<file path="config.mk">
export PLATFORM = sky130hd
export DESIGN_NAME = mem_arbiter_n_flat
export DESIGN_NICKNAME = d
export VERILOG_FILES = /design/src/rtl/mem_arbiter_n_pkg.sv /design/src/rtl/mem_arbiter_n_if.sv /design/src/rtl/mem_arbiter_n_rr_pick.sv /design/src/rtl/mem_arbiter_n.sv /design/src/flat_wrapper.sv
export SDC_FILE = /design/constraint.sdc
export NUM_CORES = 1
export LEC_CHECK = 0
export BUFFER_PORTS_ARGS = -buffer_cell sky130_fd_sc_hd__buf_4
export CAP_MARGIN = 10
export CORE_AREA = 2 2 206 208
export DETAILED_ROUTE_END_ITERATION = 10
export DIE_AREA = 0 0 208 210
export PLACE_DENSITY = 0.43
export SYNTH_ARGS = -nofsm -noshare
export SYNTH_HDL_FRONTEND = slang
export SYNTH_SLANG_ARGS = --single-unit
</file>
<file path="constraint.sdc">
create_clock -name clk -period 2.5 [get_ports clk]
set_input_delay 0.5 -clock clk [delete_from_list [all_inputs] [get_ports clk]]
set_output_delay 0.5 -clock clk [all_outputs]
set_load 0.1 [all_outputs]
</file>
<file path="src/rtl/mem_arbiter_n_pkg.sv">
// rtl/mem_arbiter_n_pkg.sv - shared state encoding and arbitration mode constants
package mem_arb_pkg;

  typedef enum logic [1:0] {
    ARB_IDLE,
    ARB_SERVICE,
    ARB_RELAX
  } arb_state_e;

  localparam int ARB_FIXED = 0;
  localparam int ARB_RR    = 1;

endpackage

</file>
<file path="src/rtl/mem_arbiter_n_if.sv">
// rtl/mem_arbiter_n_if.sv - upstream request bundle and downstream memory bus
interface mem_arbiter_n_req_if #(
  parameter int N_PORTS = 4,
  parameter int ADDR_W  = 32,
  parameter int DATA_W  = 32
);
  localparam int BE_W = DATA_W / 8;

  logic [N_PORTS*ADDR_W-1:0] req_addr;
  logic [N_PORTS*DATA_W-1:0] req_data_i;
  logic [N_PORTS*BE_W-1:0]   req_data_en;
  logic [N_PORTS-1:0]        req_read_en;
  logic [N_PORTS-1:0]        req_write_en;
  logic [N_PORTS*DATA_W-1:0] req_data_o;
  logic [N_PORTS-1:0]        req_hit;
  logic [N_PORTS-1:0]        req_done;

  modport master (
    output req_addr, req_data_i, req_data_en, req_read_en, req_write_en,
    input  req_data_o, req_hit, req_done
  );

  modport slave (
    input  req_addr, req_data_i, req_data_en, req_read_en, req_write_en,
    output req_data_o, req_hit, req_done
  );
endinterface

interface mem_arbiter_n_mem_if #(
  parameter int ADDR_W = 32,
  parameter int DATA_W = 32
);
  localparam int BE_W = DATA_W / 8;

  logic [ADDR_W-1:0] mem_addr;
  logic [DATA_W-1:0] mem_data_i;
  logic [BE_W-1:0]   mem_data_en;
  logic              mem_read_en;
  logic              mem_write_en;
  logic [DATA_W-1:0] mem_data_o;
  logic              mem_hit;
  logic              mem_done;

  modport master (
    output mem_addr, mem_data_i, mem_data_en, mem_read_en, mem_write_en,
    input  mem_data_o, mem_hit, mem_done
  );

  modport slave (
    input  mem_addr, mem_data_i, mem_data_en, mem_read_en, mem_write_en,
    output mem_data_o, mem_hit, mem_done
  );
endinterface

</file>
<file path="src/rtl/mem_arbiter_n_rr_pick.sv">
// rtl/mem_arbiter_n_rr_pick.sv - combinational fixed/round-robin requester picker
module rr_pick #(
  parameter  int N_PORTS = 4,
  localparam int IDX_W   = (N_PORTS > 1) ? $clog2(N_PORTS) : 1
) (
  input  logic [N_PORTS-1:0] req_i,
  input  logic [IDX_W-1:0]   ptr_i,
  input  logic               rr_mode_i,
  output logic               valid_o,
  output logic [IDX_W-1:0]   idx_o
);

  logic [2*N_PORTS-1:0] dbl;
  logic [2*N_PORTS-1:0] masked;
  logic [IDX_W:0]       start;

  // Start at ptr+1 in the doubled vector; the upper copy supplies the wrap-around.
  assign start = rr_mode_i ? ({1'b0, ptr_i} + (IDX_W+1)'(1)) : '0;
  assign dbl   = {req_i, req_i};

  always_comb begin
    masked  = '0;
    valid_o = 1'b0;
    idx_o   = '0;
    for (int k = 0; k < 2*N_PORTS; k++) begin
      masked[k] = dbl[k] && (k >= int'(start));
    end
    for (int k = 2*N_PORTS-1; k >= 0; k--) begin
      if (masked[k]) begin
        valid_o = 1'b1;
        idx_o   = IDX_W'((k >= N_PORTS) ? (k - N_PORTS) : k);
      end
    end
  end

endmodule

</file>
<file path="src/rtl/mem_arbiter_n.sv">
// rtl/mem_arbiter_n.sv - N-port memory arbiter onto a single downstream port
module mem_arbiter_n
  import mem_arb_pkg::*;
#(
  parameter  int N_PORTS  = 4,
  parameter  int ADDR_W   = 32,
  parameter  int DATA_W   = 32,
  parameter  int ARB_MODE = 1,
  parameter  int RELAX_EN = 1,
  localparam int IDX_W    = (N_PORTS > 1) ? $clog2(N_PORTS) : 1
) (
  input  logic               clk,
  input  logic               reset,
  mem_arbiter_n_req_if.slave req,
  mem_arbiter_n_mem_if.master mem,
  output logic               grant_valid,
  output logic [IDX_W-1:0]   grant_idx
);

  localparam int BE_W = DATA_W / 8;

  arb_state_e          state_q, state_d;
  logic [IDX_W-1:0]    grant_q, grant_d;
  logic [IDX_W-1:0]    rr_ptr_q, rr_ptr_d;
  logic [N_PORTS-1:0]  done_q, done_d;
  logic [N_PORTS-1:0]  req_vec;
  logic                pick_valid;
  logic [IDX_W-1:0]    pick_idx;
  logic                service;

  logic [ADDR_W-1:0]         addr_c;
  logic [DATA_W-1:0]         wdata_c;
  logic [BE_W-1:0]           be_c;
  logic                      rd_c, wr_c;
  logic [N_PORTS*DATA_W-1:0] rdata_c;
  logic [N_PORTS-1:0]        hit_c;

  assign req_vec = req.req_read_en | req.req_write_en;
  assign service = (state_q == ARB_SERVICE);

  rr_pick #(.N_PORTS(N_PORTS)) u_pick (
    .req_i     (req_vec),
    .ptr_i     (rr_ptr_q),
    .rr_mode_i (ARB_MODE == ARB_RR),
    .valid_o   (pick_valid),
    .idx_o     (pick_idx)
  );

  always_ff @(posedge clk) begin
    if (reset) begin
      state_q  <= ARB_IDLE;
      grant_q  <= '0;
      rr_ptr_q <= IDX_W'(N_PORTS - 1);
      done_q   <= '0;
    end else begin
      state_q  <= state_d;
      grant_q  <= grant_d;
      rr_ptr_q <= rr_ptr_d;
      done_q   <= done_d;
    end
  end

  always_comb begin
    state_d  = state_q;
    grant_d  = grant_q;
    rr_ptr_d = rr_ptr_q;
    case (state_q)
      ARB_IDLE: begin
        if (pick_valid) begin
          state_d = ARB_SERVICE;
          grant_d = pick_idx;
        end
      end
      ARB_SERVICE: begin
        // Only mem_done ends a transaction; requesters cannot withdraw mid-flight.
        if (mem.mem_done) begin
          state_d  = (RELAX_EN != 0) ? ARB_RELAX : ARB_IDLE;
          rr_ptr_d = grant_q;
        end
      end
      ARB_RELAX: state_d = ARB_IDLE;
      default:   state_d = ARB_IDLE;
    endcase
  end

  always_comb begin
    done_d  = '0;
    addr_c  = '0;
    wdata_c = '0;
    be_c    = '0;
    rd_c    = 1'b0;
    wr_c    = 1'b0;
    rdata_c = '0;
    hit_c   = '0;
    for (int i = 0; i < N_PORTS; i++) begin
      if (service && (grant_q == IDX_W'(i))) begin
        done_d[i]                   = mem.mem_hit;
        addr_c                      = req.req_addr[i*ADDR_W +: ADDR_W];
        wdata_c                     = req.req_data_i[i*DATA_W +: DATA_W];
        be_c                        = req.req_data_en[i*BE_W +: BE_W];
        rd_c                        = req.req_read_en[i];
        wr_c                        = req.req_write_en[i];
        rdata_c[i*DATA_W +: DATA_W] = mem.mem_data_o;
        hit_c[i]                    = mem.mem_hit;
      end
    end
  end

  assign mem.mem_addr     = addr_c;
  assign mem.mem_data_i   = wdata_c;
  assign mem.mem_data_en  = be_c;
  assign mem.mem_read_en  = rd_c;
  assign mem.mem_write_en = wr_c;
  assign req.req_data_o   = rdata_c;
  assign req.req_hit      = hit_c;
  assign req.req_done     = done_q;
  assign grant_valid      = service;
  assign grant_idx        = service ? grant_q : '0;

endmodule

</file>
<file path="src/flat_wrapper.sv">
// flat-port wrapper written by rule: the top's interface ports become plain ports
module mem_arbiter_n_flat import mem_arb_pkg::*;
#(
  parameter  int N_PORTS  = 4,
  parameter  int ADDR_W   = 32,
  parameter  int DATA_W   = 32,
  parameter  int ARB_MODE = 1,
  parameter  int RELAX_EN = 1,
  localparam int IDX_W    = (N_PORTS > 1) ? $clog2(N_PORTS) : 1
)
  (clk, reset, grant_valid, grant_idx, req_req_addr, req_req_data_i, req_req_data_en, req_req_read_en, req_req_write_en, req_req_data_o, req_req_hit, req_req_done, mem_mem_addr, mem_mem_data_i, mem_mem_data_en, mem_mem_read_en, mem_mem_write_en, mem_mem_data_o, mem_mem_hit, mem_mem_done);
  mem_arbiter_n_req_if #(.N_PORTS(N_PORTS), .ADDR_W(ADDR_W), .DATA_W(DATA_W)) req_i ();
  mem_arbiter_n_mem_if #(.ADDR_W(ADDR_W), .DATA_W(DATA_W)) mem_i ();
  input  logic clk;
  input  logic reset;
  output logic grant_valid;
  output logic [IDX_W-1:0] grant_idx;
  input wire logic [$bits(req_i.req_addr)-1:0] req_req_addr;
  input wire logic [$bits(req_i.req_data_i)-1:0] req_req_data_i;
  input wire logic [$bits(req_i.req_data_en)-1:0] req_req_data_en;
  input wire logic [$bits(req_i.req_read_en)-1:0] req_req_read_en;
  input wire logic [$bits(req_i.req_write_en)-1:0] req_req_write_en;
  output wire logic [$bits(req_i.req_data_o)-1:0] req_req_data_o;
  output wire logic [$bits(req_i.req_hit)-1:0] req_req_hit;
  output wire logic [$bits(req_i.req_done)-1:0] req_req_done;
  output wire logic [$bits(mem_i.mem_addr)-1:0] mem_mem_addr;
  output wire logic [$bits(mem_i.mem_data_i)-1:0] mem_mem_data_i;
  output wire logic [$bits(mem_i.mem_data_en)-1:0] mem_mem_data_en;
  output wire logic [$bits(mem_i.mem_read_en)-1:0] mem_mem_read_en;
  output wire logic [$bits(mem_i.mem_write_en)-1:0] mem_mem_write_en;
  input wire logic [$bits(mem_i.mem_data_o)-1:0] mem_mem_data_o;
  input wire logic [$bits(mem_i.mem_hit)-1:0] mem_mem_hit;
  input wire logic [$bits(mem_i.mem_done)-1:0] mem_mem_done;
  assign req_i.req_addr = req_req_addr;
  assign req_i.req_data_i = req_req_data_i;
  assign req_i.req_data_en = req_req_data_en;
  assign req_i.req_read_en = req_req_read_en;
  assign req_i.req_write_en = req_req_write_en;
  assign req_req_data_o = req_i.req_data_o;
  assign req_req_hit = req_i.req_hit;
  assign req_req_done = req_i.req_done;
  assign mem_mem_addr = mem_i.mem_addr;
  assign mem_mem_data_i = mem_i.mem_data_i;
  assign mem_mem_data_en = mem_i.mem_data_en;
  assign mem_mem_read_en = mem_i.mem_read_en;
  assign mem_mem_write_en = mem_i.mem_write_en;
  assign mem_i.mem_data_o = mem_mem_data_o;
  assign mem_i.mem_hit = mem_mem_hit;
  assign mem_i.mem_done = mem_mem_done;
  mem_arbiter_n #(.N_PORTS(N_PORTS), .ADDR_W(ADDR_W), .DATA_W(DATA_W), .ARB_MODE(ARB_MODE), .RELAX_EN(RELAX_EN)) u_core (.clk(clk), .reset(reset), .req(req_i), .mem(mem_i), .grant_valid(grant_valid), .grant_idx(grant_idx));
endmodule
</file>
After elaboration in Yosys (flattened, before gate mapping)
Cells that the tools add are included.
Storage, ports and cells
  register bits: 10
  input bits: 316
  output and inout port bits: 209
Operators by class
  $add $sub $neg: 1
  $lt $le $gt $ge: 7
  equal/unequal tests: 6
  muxes and demuxes: 48
  bitwise logic cells: 1
  reduce and logical (&&, ||, !) cells: 16
Operators by type and width (number)
  $mux 32: 12
  $mux 2: 11
  $mux 1: 20
  $mux 4: 4
  $logic_and 1x1->1: 11
  $ge 3x3->1 const A: 3
  $ge 1x3->1 const A: 2
  $ge 2x3->1 const A: 2
  $reduce_and 2->1: 3
  $eq 2x1->1 const B: 2
  $eq 2x2->1 const B: 2
  $logic_not 2->1: 2
  $or 4x4->4: 1
  $pmux 2 s2: 1
  $add 2x1->3 const B: 1
  $ne 2x1->1 const B: 1
  $ne 2x2->1 const B: 1

Depth between registers and ports, before layout
  word-level depth: 12
  mapped depth: 7

Hierarchy
From an unflattened synthesis, not the netlist that was laid out.
Second synthesis, totals
  cell total of the unflattened synthesis: 474
  area, all modules: 4120.2 µm²
Modules (own cells, without submodules)
  mem_arbiter_n: instances 1, cells an instance 442, area an instance 3902.5 µm², sequential area each 200.2 µm²
  rr_pick: instances 1, cells an instance 32, area an instance 217.7 µm², sequential area each 0.0 µm²

Least setup slack after synthesis
OpenSTA, ideal clock, no wires.
  path kind: reg-to-output
  from: reg u_core.state_q[1]
  to: out mem_mem_data_i[16]
  arrival time: 2.557 ns
  slack: -0.557 ns
  cell stages (with the launch flop): 6
  path buffers: 2
  path through: dfxtp_1 nand2b_4 inv_1 buf_2 clkbuf_1 and2_1
On the way
  longest elaborated chain between the ends: 6
Ends and longest elaborated chain
  start: declaration: RTL line mem_arbiter_n.sv:22  | arb_state_e state_q, state_d;
  start signal: assignment: RTL line mem_arbiter_n.sv:56  | state_q <= state_d;
  $eq 2x1->1 (*): RTL line mem_arbiter_n.sv:39  | assign service = (state_q == ARB_SERVICE);
  named net grant_valid: RTL line flat_wrapper.sv:16  | output logic grant_valid;
  $logic_and 1x1->1: RTL line mem_arbiter_n.sv:96  | if (service && (grant_q == IDX_W'(i))) begin
  $mux 32 (3 in a row): RTL line mem_arbiter_n.sv:96
  $mux 32 (*): RTL line mem_arbiter_n.sv:96
  end: declaration: RTL line flat_wrapper.sv:27  | output wire logic [$bits(mem_i.mem_data_i)-1:0] mem_mem_data_i;
The timed path passes the listed nets; every way through them passes the cells marked *.

Final worst setup path
  from: reg u_core.grant_q[0]
  to: out mem_mem_addr[4]
On the way
  longest elaborated chain between the ends: 6
Ends and longest elaborated chain
  start: declaration: RTL line mem_arbiter_n.sv:23  | logic [IDX_W-1:0] grant_q, grant_d;
  start signal: assignment: RTL line mem_arbiter_n.sv:57  | grant_q <= grant_d;
  $logic_not 2->1: RTL line mem_arbiter_n.sv:96
  $logic_and 1x1->1: RTL line mem_arbiter_n.sv:96
  $mux 32 (3 in a row): RTL line mem_arbiter_n.sv:96
  $mux 32 (*): RTL line mem_arbiter_n.sv:96
  end: declaration: RTL line flat_wrapper.sv:26  | output wire logic [$bits(mem_i.mem_addr)-1:0] mem_mem_addr;
Mark *: on every way between the ends. The rest lies on a longest branch, timed or not.

==> reports/results.tsv <==
metric	value	unit
cts hold-fix bufs	0	
CTS tree	built	
minimum clock period	2395	ps
commonest cells after routing, fill and taps aside	535 x buf_4, 192 x and2_1, 67 x mux4_2	
largest net degree at the start of global routing	72	
arrival time worst endpoint	1890	ps
placed cell count	1424	
crit path launch type	flip-flop	
CTS Buffer Depth	2	
Hold Slack	470.0	ps
syn nets	702	
final routed DRC violation total	0	
Fin Setup TNS	0	ps
min-delay worst type	in -> reg	
core area	0.04148	mm²
leading cell type in the layout, fill and taps excluded	buf_4	
Post-Syn Area	0.003684	mm²
chip height	210	µm
Synth Area in Simple Gates	39.23	%
Port Buffers	524	
flop and latch count out of synthesis	10	
DP Wirelength	20560	µm
clock-pin transition on the worst setup and hold timing paths	40	ps
Finished Core Util	20.30	%
routability congestion estimate	0.8133	
die width	208	µm
Mapped Cells	381	
Req. time, crit path	2000	ps
nets	1213	
Setup Viol. Count Final	0	
CP Class	reg -> out	
GRT Overall Usage	10.16	%
skew final	4.248	ps
antenna viol nets, final	0	
RSZ-0062 raised after global routing	false	
Max Transition Viols Final	0	
via count	5208	
mux contribution to synthesized area	41.68	%
Power Dens Cells	404.8	mW/mm²
clock sink total	10	
final worst slack	105.3	ps
syn_area_per_cell	9.668	µm²
worst r2r path cells	6	
num rows	75	
TritonRoute pass-1 iters	4	
status	completed	
Tcrit/Tclk final	95.79	%
Crit. End Element	output pin	
register area share after synthesis	5.435	%
number of distinct library cells after synthesis	36	
Peak VDD IR	189.9	µV
Max FO, Critical Path	17	
Fmax	0.4176	GHz
number of max-cap violations	0	
CTS Buf Count	3	
Post-Place Setup Slack	283.2	ps
Slew @ Worst Pin	350.5	ps
Die ar.	0.04368	mm²
final number of hold-violating endpoints	0	
Post-Layout Cell Count	1433	
root buffer cell	clkbuf_16	
Compound-Gate Fraction of Synth Area	4.823	%
P_leak	0.004060	µW
P&R area growth vs syn	128.6	%
clk_lat worst skew	240	ps
largest family of logic cells by synthesized area	multiplexers	
H-tree Lvls	1	
WL final	23980	µm
GR Overflow Total	0	
number of global-route vias before repair	5612	
initial antenna violation count	4	
post-DR wirelength/cell	16.74	µm
YS warnings	0	
DR vias/cell	3.634	
first-pass GRT wire length	33890	µm
max_slew headroom	76.39	%
post-synthesis xor/xnor area fraction	0	%
Ports	525	
Initial DRC Count	231	
Post-Synth Adder-Cell Area	1.698	%
hold depth	2	
Starting Density	8.881	%
share of cells above drive strength 1	70.93	%
-- critical path: stages, from the launching register on --
cell	delay (ps)
dfxtp_4	480
buf_12	220
mux4_2	530
and2_1	170
buf_4	230
-- final cells by class --
cell class	count	area, µm²
Antenna cell	3	7.507
Clock buffer	3	75.07
Clock inverter	1	3.754
Fill cell	4632	33060
Inverter	6	22.52
Multi-Input combinational cell	327	3232
Sequential cell	10	207.7
Tap cell	539	674.4
Timing Repair Buffer	544	4197
-- synthesized netlist by cell type, drive strengths merged --
library cell	instances	area share (%)
nor3	3	1.0
inv	6	0.61
and2	201	34
nand2	5	0.51
a21o	1	0.20
a21oi	1	0.14
o211ai	5	1.2
mux4	68	42
o22ai	1	0.17
or3	1	0.17
and3	7	1.2
o221a	1	0.31
nor2	7	0.71
a22oi	5	1.0
o2111ai	1	0.24
nand2b	2	0.54
buf	23	4.7
o311ai	1	0.24
nor3b	1	0.20
o41ai	1	0.24
clkbuf	15	1.8
ha	5	1.7
dfxtp	10	5.4
o2111a	1	0.31
a32o	1	0.27
and4bb	1	0.34
nand3	3	0.41
o21ai	4	0.54
-- worst paths after layout --
kind / start / endpoint / slack, ps
max: u_core.grant_q[0] / mem_mem_addr[4] / 110
min: reset / u_core.state_q[0] / 470
min reg2reg: u_core.rr_ptr_q[1] / u_core.rr_ptr_q[1] / 520
max reg2reg: u_core.rr_ptr_q[0] / u_core.grant_q[1] / 560
-- sequential cells by signal, indices dropped and copies added (netlist names) --
signal	flops
u_core.state_q	2
u_core.req.req_done	4
u_core.grant_q	2
u_core.rr_ptr_q	2
-- metal layers --
| layer | vias up | track usage, % | wire length [µm] |
|---|---|---|---|
| met3 | 20 | 2.533 | 1890 |
| li1 | 2404 | - | - |
| met2 | 338 | 20.36 | 13310 |
| met5 | - | 0 | 7 |
| met1 | 2444 | 10.26 | 8278 |
| met4 | 2 | 2.886 | 500 |
-- repair_timing --
item	4_1_cts	5_1_grt
buffers inserted	0	2
endpoints found under the setup margin	0	12
gates resized for setup	0	0
-- report_power, final --
| part | switching [µW] | leakage [µW] | internal (µW) |
|---|---|---|---|
| Combinational | 1930 | 0.00394 | 990 |
| Clock | 75.7 | 0.0000386 | 210 |
| Sequential | 33.5 | 0.0000832 | 171 |
-- kinds of logic after synthesis --
kind of cell    count (synthesis)
compound gates                 23
mux                            68
simple gates                  231
buf+inv                        44
fa+ha+maj                       5
flops                          10
-- stage by stage --
step / power, µW / cell area (µm²)
after floorplan: 2250 / 3696
final: 3408 / 8419
after detailed placement: 3153 / 8318
after CTS: 3441 / 8397
after global placement: 3155 / 8318
after global routing: 3543 / 8419
Power figures use the tool's default switching activity.
